## src/rtl/adder_share_arbiter_pkg.sv

```systemverilog
// Shared constants for the adder-sharing arbiter: FSM encodings, requester IDs
// and the signed-overflow rule used on the shared adder's result.
package adder_share_arbiter_pkg;

  localparam logic [1:0] ST_IDLE = 2'd0;
  localparam logic [1:0] ST_CALC = 2'd1;
  localparam logic [1:0] ST_RESP = 2'd2;

  localparam logic REQ_ALU = 1'b0;
  localparam logic REQ_PC  = 1'b1;

  // Two's-complement overflow: operands agree in sign, result does not.
  function automatic logic ovf_of(input logic a_msb, input logic b_msb, input logic s_msb);
    return (a_msb == b_msb) && (s_msb != a_msb);
  endfunction

endpackage

```

## src/rtl/adder_share_arbiter_cla.sv

```systemverilog
// 32-bit carry-lookahead adder: 4-bit lookahead groups chained through a
// group-level generate/propagate carry network.
module adder_share_arbiter_cla (
  input  logic [31:0] a,
  input  logic [31:0] b,
  input  logic        cin,
  output logic [31:0] sum,
  output logic        cout
);

  logic [31:0] g;
  logic [31:0] p;
  logic [31:0] c;
  logic [7:0]  gg;
  logic [7:0]  gp;
  logic [8:0]  gc;

  assign g = a & b;
  assign p = a ^ b;

  for (genvar k = 0; k < 8; k++) begin : g_grp
    localparam int B = 4 * k;
    assign gg[k] = g[B+3] | (p[B+3] & g[B+2]) | (p[B+3] & p[B+2] & g[B+1])
                 | (p[B+3] & p[B+2] & p[B+1] & g[B]);
    assign gp[k] = &p[B+3:B];
    assign c[B]   = gc[k];
    assign c[B+1] = g[B] | (p[B] & gc[k]);
    assign c[B+2] = g[B+1] | (p[B+1] & g[B]) | (p[B+1] & p[B] & gc[k]);
    assign c[B+3] = g[B+2] | (p[B+2] & g[B+1]) | (p[B+2] & p[B+1] & g[B])
                  | (p[B+2] & p[B+1] & p[B] & gc[k]);
  end

  always_comb begin
    gc    = '0;
    gc[0] = cin;
    for (int k = 0; k < 8; k++) gc[k+1] = gg[k] | (gp[k] & gc[k]);
  end

  assign sum  = p ^ c;
  assign cout = gc[8];

endmodule

```

## src/rtl/adder_share_arbiter.sv

```systemverilog
// Arbitrates the ALU and PC-increment paths onto one shared 32-bit adder and
// returns each result, tagged with its requester ID, on a single response channel.
module adder_share_arbiter
  import adder_share_arbiter_pkg::*;
#(
  parameter int WIDTH      = 32,
  parameter bit FIXED_PRIO = 1'b0
) (
  input  logic             clk,
  input  logic             clr,
  input  logic             req0_valid,
  output logic             req0_ready,
  input  logic [WIDTH-1:0] req0_a,
  input  logic [WIDTH-1:0] req0_b,
  input  logic             req0_sub,
  input  logic             req1_valid,
  output logic             req1_ready,
  input  logic [WIDTH-1:0] req1_a,
  input  logic [WIDTH-1:0] req1_b,
  input  logic             req1_sub,
  output logic             rsp_valid,
  input  logic             rsp_ready,
  output logic             rsp_id,
  output logic [WIDTH-1:0] rsp_sum,
  output logic             rsp_cout,
  output logic             rsp_ovf,
  output logic [1:0]       dbg_state,
  output logic             dbg_rr_ptr
);

  if (WIDTH != 32) begin : g_bad_width
    $error("adder_share_arbiter: WIDTH must be 32 to match the shared adder");
  end

  logic [1:0]       state;
  logic             rr_ptr;
  logic [WIDTH-1:0] op_a;
  logic [WIDTH-1:0] op_b;
  logic             op_sub;
  logic             op_id;
  logic             grant_id;
  logic             accept;
  logic [WIDTH-1:0] b_eff;
  logic [WIDTH-1:0] add_sum;
  logic             add_cout;

  // Handshake: a request transfers on a cycle where its valid and ready are both
  // high; ready is only offered in IDLE out of reset and only to the granted
  // requester. The response transfers when rsp_valid and rsp_ready are both high.
  always_comb begin
    grant_id = REQ_ALU;
    if (req0_valid && req1_valid) grant_id = FIXED_PRIO ? REQ_ALU : rr_ptr;
    else if (req1_valid)          grant_id = REQ_PC;
  end

  assign accept     = clr && (state == ST_IDLE);
  assign req0_ready = accept && req0_valid && (grant_id == REQ_ALU);
  assign req1_ready = accept && req1_valid && (grant_id == REQ_PC);

  assign b_eff = op_sub ? ~op_b : op_b;

  adder_share_arbiter_cla u_cla (
    .a    (op_a),
    .b    (b_eff),
    .cin  (op_sub),
    .sum  (add_sum),
    .cout (add_cout)
  );

  always_ff @(posedge clk) begin
    if (!clr) begin
      state    <= ST_IDLE;
      rr_ptr   <= 1'b0;
      op_a     <= '0;
      op_b     <= '0;
      op_sub   <= 1'b0;
      op_id    <= REQ_ALU;
      rsp_id   <= 1'b0;
      rsp_sum  <= '0;
      rsp_cout <= 1'b0;
      rsp_ovf  <= 1'b0;
    end else begin
      case (state)
        ST_IDLE: begin
          if (req0_valid || req1_valid) begin
            op_a   <= (grant_id == REQ_PC) ? req1_a   : req0_a;
            op_b   <= (grant_id == REQ_PC) ? req1_b   : req0_b;
            op_sub <= (grant_id == REQ_PC) ? req1_sub : req0_sub;
            op_id  <= grant_id;
            rr_ptr <= ~grant_id;
            state  <= ST_CALC;
          end
        end
        ST_CALC: begin
          rsp_sum  <= add_sum;
          rsp_cout <= add_cout;
          rsp_ovf  <= ovf_of(op_a[WIDTH-1], b_eff[WIDTH-1], add_sum[WIDTH-1]);
          rsp_id   <= op_id;
          state    <= ST_RESP;
        end
        ST_RESP: begin
          if (rsp_ready) state <= ST_IDLE;
        end
        default: state <= ST_IDLE;
      endcase
    end
  end

  assign rsp_valid  = (state == ST_RESP);
  assign dbg_state  = state;
  assign dbg_rr_ptr = rr_ptr;

endmodule

```

## config.mk

```make
export PLATFORM = sky130hd
export DESIGN_NAME = adder_share_arbiter
export DESIGN_NICKNAME = d
export VERILOG_FILES = /design/src/rtl/adder_share_arbiter_pkg.sv /design/src/rtl/adder_share_arbiter_cla.sv /design/src/rtl/adder_share_arbiter.sv
export SDC_FILE = /design/constraint.sdc
export NUM_CORES = 1
export LEC_CHECK = 0
export BUFFER_PORTS_ARGS = -buffer_cell sky130_fd_sc_hd__buf_2
export CORE_ASPECT_RATIO = 1.25
export CORE_MARGIN = 5
export CORE_UTILIZATION = 40
export DETAILED_ROUTE_END_ITERATION = 16
export PLACE_DENSITY = 0.64
export SKIP_CTS_REPAIR_TIMING = 1
export SYNTH_ARGS = -nofsm -noshare
export SYNTH_HDL_FRONTEND = slang
export SYNTH_HIERARCHICAL = 1
export SYNTH_SLANG_ARGS = --single-unit
```

## constraint.sdc

```tcl
create_clock -name clk -period 8.3 [get_ports clk]
set_input_delay 0.83 -clock clk [delete_from_list [all_inputs] [get_ports clk]]
set_output_delay 0.83 -clock clk [all_outputs]
set_load 0.01 [all_outputs]
```

**After elaboration in Yosys (flattened, before gate mapping)**

Cells that the tools add are included.

- Bits in read-only memories: 0
- Latch bits: 0
- Memories kept: 0
- Flip-flop bits (word level): 104
- Bits in writable memories: 0
- Input port bits: 135

- Shifts and indexed selects: 0
- $mul: 0
- Add/subtract/negate cells: 0
- Bitwise gates (word level): 205
- Equal/unequal tests: 6
- Divide/modulo/power cells: 0
- Reductions and logical operators: 19
- Mux-type cells: 9
- Magnitude comparators: 0

Operators by type and width:

| kind | count |
|---|---|
| $and A1 B1 Y1 | 120 |
| $mux W32 | 3 |
| $or A1 B1 Y1 | 80 |
| $xor A32 B32 Y32 | 2 |
| $and A32 B32 Y32 | 1 |
| $not A32 Y32 | 1 |
| $reduce_and A4 Y1 | 8 |
| $logic_and A1 B1 Y1 | 7 |
| $pmux W2 S3 | 1 |
| $mux W2 | 2 |
| $ne A2 B1 Y1 const B | 2 |
| $reduce_and A2 Y1 | 2 |
| $mux W1 | 3 |
| $eq A2 B1 Y1 const B | 1 |
| $eq A2 B2 Y1 const B | 1 |
| $logic_not A2 Y1 | 1 |
| $eq A1 B1 Y1 | 1 |
| $logic_or A1 B1 Y1 | 1 |
| $ne A1 B1 Y1 | 1 |
| $not A1 Y1 | 1 |

**Logic depth before layout (Yosys ltp)**

- Word-level depth: 25
- Mapped depth: 14
- Gate-level depth less buffers: 12

**Modules after synthesis**

Netlist, hierarchy kept.

Modules (own cells, without submodules):

| module | times used | area an instance (µm²) | seq. area each (µm²) | cells an instance |
|---|---|---|---|---|
| adder_share_arbiter | 1 | 5348.9 | 2082.0 | 597 |
| adder_share_arbiter_cla | 1 | 1328.8 | 0.0 | 154 |

**Worst setup path before layout**

Ideal clock, no wire load.

- Kind: register -> register
- Start: register op_sub
- End: register rsp_sum[29]
- Slack: 4.789 ns
- Library setup time: 0.132 ns
- Data required time: 8.168 ns
- Clock period less this slack: 3.511 ns
- Buffers on the path: 2
- Stages on the path, launching flop included: 15
- Arrival time: 3.378 ns
- Cell sequence: dfxtp_1 -> clkbuf_1 -> buf_2 -> xor2_1 -> ha_1 -> a21o_1 -> a31o_1 -> a311oi_2 -> nand3_1 -> a221o_1 -> a221o_1 -> fa_1 -> xor2_1 -> nand2_1 -> a21oi_1

- Elaborated cells between the ends (all ways): 83
- Classes of those cells: 1 x mux; 75 x bitwise; 7 x reduce/logical

RTL lines:

| item | RTL line | RTL |
|---|---|---|
| from (decl) | adder_share_arbiter.sv:39 | `logic op_sub;` |
| from (signal assigned) | adder_share_arbiter.sv:88 | `op_sub <= (grant_id == REQ_PC) ? req1_sub : req0_sub;` |
| $mux W32 * | adder_share_arbiter.sv:60 | `assign b_eff = op_sub ? ~op_b : op_b;` |
| net b_eff[17] | adder_share_arbiter.sv:43 | `logic [WIDTH-1:0] b_eff;` |
| $and A32 B32 Y32 or $xor A32 B32 Y32 (tied branches) | adder_share_arbiter_cla.sv:18, adder_share_arbiter_cla.sv:19 |  |
| $and A1 B1 Y1 (on tied branches) | adder_share_arbiter_cla.sv:23, adder_share_arbiter_cla.sv:24 |  |
| $or A1 B1 Y1 or $and A1 B1 Y1 (tied branches) | adder_share_arbiter_cla.sv:23, adder_share_arbiter_cla.sv:24 |  |
| $or A1 B1 Y1 | adder_share_arbiter_cla.sv:24 | `\| (p[B+3] & p[B+2] & p[B+1] & g[B]);` |
| $or A1 B1 Y1 * | adder_share_arbiter_cla.sv:36 | `for (int k = 0; k < 8; k++) gc[k+1] = gg[k] \| (gp[k] & gc[k]);` |
| $and A1 B1 Y1 * | adder_share_arbiter_cla.sv:36 |  |
| $or A1 B1 Y1 * | adder_share_arbiter_cla.sv:36 |  |
| $and A1 B1 Y1 * | adder_share_arbiter_cla.sv:36 |  |
| $or A1 B1 Y1 * | adder_share_arbiter_cla.sv:36 |  |
| $and A1 B1 Y1 * | adder_share_arbiter_cla.sv:27 | `assign c[B+1] = g[B] \| (p[B] & gc[k]);` |
| $or A1 B1 Y1 * | adder_share_arbiter_cla.sv:27 |  |
| $xor A32 B32 Y32 * | adder_share_arbiter_cla.sv:39 | `assign sum = p ^ c;` |
| net add_sum[29] | adder_share_arbiter.sv:44 | `logic [WIDTH-1:0] add_sum;` |
| to (signal assigned) | adder_share_arbiter.sv:95 | `rsp_sum <= add_sum;` |
| to (decl) | adder_share_arbiter.sv:24 | `output logic [WIDTH-1:0] rsp_sum,` |

The timed path passes the listed nets; every way through them passes the cells marked *.
A chain may end at the register's enable or synchronous reset.

**Worst setup path after layout**

Same ends and word-level chain as after synthesis.

==> impl_results.md <==
- Status: completed
- CP Cell Sequence: xor2_1, ha_1, a21o_1, a31o_1, a311oi_2, nand3_1, a221o_1, a221o_1, fa_1, xor2_1, nand2_1, a21oi_1
- Crit path DAT: 4.27 ns
- Worst vdd ir: 0.000101 V
- Final Critical Period: 4.09 ns
- Count leader, synth: dfxtp_1
- Vias: 5885
- Routed vias/inst: 5.39
- Synth Area in Adders: 0.0839
- Die Span Y: 154 um
- Xor-xnor portion of the synthesized cell area: 0.0708
- Most frequent cells after synthesis: 104 x dfxtp_1, 76 x nand2_1, 67 x and3_1, 66 x o21bai_1
- RSZ-0062 raised after global routing: false
- Crit path buffers/inverters: 0
- Type of destination of the critical path: flop
- Share of layout cells above drive strength 1: 0.237
- Slew Limit Fails: 0
- Post-synth ARST share: 0
- Req. time, crit path: 8.48 ns
- Largest net degree at the start of global routing: 133
- Wire per inst: 16.6 um
- Worst path slowest cell: dfxtp_2
- Tcrit/Tclk final: 0.493
- Dominant cells by area after synthesis: dfxtp_1 31%, o311a_1 9.7%, o21bai_1 7.4%, a21boi_0 7.3%, and3_1 6.3%
- Routability congestion estimate: 0.806
- Leakage: 0.00392 uW
- Syn Nets: 926
- Synth Area in Simple Gates: 0.139
- CTS tree: yes
- Synth Area in Compound Gates: 0.334
- Critical Path Start Type: flop
- Placed cell area: 0.00752 mm2
- Worst-margin pin slew: 1.19 ns
- Fmax: 244 MHz
- Die width: 126 um
- Slack of the worst reg-to-reg path: 4.21 ns
- Worst slew margin: 0.204
- Main synth FF type: dfxtp_1
- Die area: 0.0194 mm2
- Core outline area: 0.0163 mm2
- Clock root cell: clkbuf_16
- Final core occ: 0.480
- Worst-path fanout max: 35
- Number of buffers created by CTS: 9
- Initial antenna violation count: 1
- Yosys warnings: 6
- Finished Cell Area: 0.00783 mm2
- Mapped Cells: 751
- Site Rows: 52
- Worst path max stage delay: 0.99 ns
- Setup violators final: 0
- Vias in the first global route: 5566
- Worst-Skew Late Latency: 0.35 ns
- Post-synthesis mux area share: 0
- Total routed wirelength: 18100 um
- Area leader, netlist: dfxtp_1
- Setup TNS: 0 ns
- Setup Skew: 0.0124 ns
- Pwr Density: 213 mW/mm2
- Initial Utilization: 0.409
- Mean Syn Cell Area: 8.89 um2
- DRC: 0
- Global-route wire length before repair: 28600 um
- DP HPWL: 12800 um
- Pre-Repair DR Iteration Count: 5
- Starting DRT DRC Count: 408
- EDFF count, synth: 0
- FILL cells: 1625
- Nets: 1044
- Max-Cap Viols: 0
- Yosys reg bits: 104
- I/O pins: 176
- HP Class: reg2reg
- Final ANT Viol Nets: 0
- Final Hold Fails: 0
- CTS Sinks: 104
- Final instance count without filler cells: 1091
- Clock-pin slew on the worst setup and hold paths: 0.07 ns
- Placed Cells: 1074
- GR Overflow Total: 0
- Port buffer count: 175
- Yosys top cell area share: 0.312
- Hold Slack: 0.450 ns
- Register area share after synthesis: 0.312
- Area Overhead vs Synth: 17.3%
- Total Routing Usage GR: 0.177
- Number of H-tree levels: 3
- Crit Path Category: reg2reg
- Family with the most delay on the worst path: compound AO/OA/AOI/OAI gates
- Post-Syn Area: 0.00668 mm2
- CTS Buffer Depth: 2
- Unique masters post-synth: 49
- Combinational family with the most area after synthesis: compound AO/OA/AOI/OAI gates
[power by group]
part	internal, uW	switching, uW	total [uW]
logic	272	336	608
clock network	244	194	438
registers	564	54.3	619
[logic make-up (layout without fill, tap and decap cells)]
group | count (synthesis) | after routing
AO/OA/AOI/OAI | 292 | 292
XOR/XNOR | 54 | 54
adder cells (fa/ha/maj) | 40 | 40
buffers and inverters | 82 | 205
flip-flops | 104 | 104
other | 0 | 1
AND/OR/NAND/NOR | 179 | 179
[sequential cells by signal (all words and copies together) (netlist names)]
| name | cells |
|---|---|
| rsp_id | 1 |
| op_b | 32 |
| dbg_state | 2 |
| op_id | 1 |
| rsp_sum | 32 |
| op_a | 32 |
| op_sub | 1 |
| rsp_ovf | 1 |
| rsp_cout | 1 |
| dbg_rr_ptr | 1 |
[path summary, 6_finish.rpt]
| path | startpoint | end | cells after the start |
|---|---|---|---|
| hold / removal | rsp_sum[6] | rsp_sum[6] | 2 |
| setup / recovery | op_sub | rsp_sum[29] | 12 |
| hold reg to reg | rsp_sum[6] | rsp_sum[6] | 2 |
| setup reg to reg | op_sub | rsp_sum[29] | 12 |
[stage by stage]
stage / total power, uW / worst slack (ns)
final: 1660 / 4.21
after CTS: 1680 / 4.18
after global placement: 1230 / 4.32
after floorplan: 1070 / 4.79
after global routing: 1780 / 3.83
after detailed placement: 1240 / 4.20
[worst reg2reg max path, stage by stage (launching register included)]
cell      delay, ns
dfxtp_2        0.99
xor2_1         0.19
ha_1           0.41
a21o_1         0.22
a31o_1         0.23
a311oi_2       0.27
nand3_1        0.11
a221o_1        0.41
a221o_1        0.40
fa_1           0.39
xor2_1         0.17
nand2_1        0.07
a21oi_1        0.06
[placed cells by master, fill, tap and decap left out, types with 7 or more instances in the layout]
cell type / Yosys / final
ha_1: 32 / 32
clkbuf_16: 0 / 9
o21bai_1: 66 / 66
fa_1: 8 / 8
o311a_1: 65 / 65
dfxtp_1: 104 / 103
inv_1: 7 / 7
xnor2_1: 13 / 13
buf_2: 26 / 174
a21o_1: 12 / 12
a21oi_1: 51 / 51
and3_1: 67 / 67
buf_4: 1 / 8
xor2_1: 41 / 41
a21boi_0: 65 / 65
nand2_1: 76 / 76
[metal layers]
metal,global-route usage,share of wire
met4,0.0486,0.012
met1,0.273,0.51
met2,0.258,0.44
met3,0.0224,0.043
met5,0,0
[layout make-up]
class | instances | area (um2) | share of cell area
clock buffer | 10 | 239 | 0.0305
antenna | 1 | 2.50 | 0.000320
inverter | 7 | 26.3 | 0.00336
tap | 216 | 270 | 0.0345
sequential | 104 | 2080 | 0.266
timing repair buffer | 182 | 931 | 0.119
clock inverter | 6 | 65.1 | 0.00831
multi-input combinational | 565 | 4210 | 0.538
(Power assumes the default switching activity.)
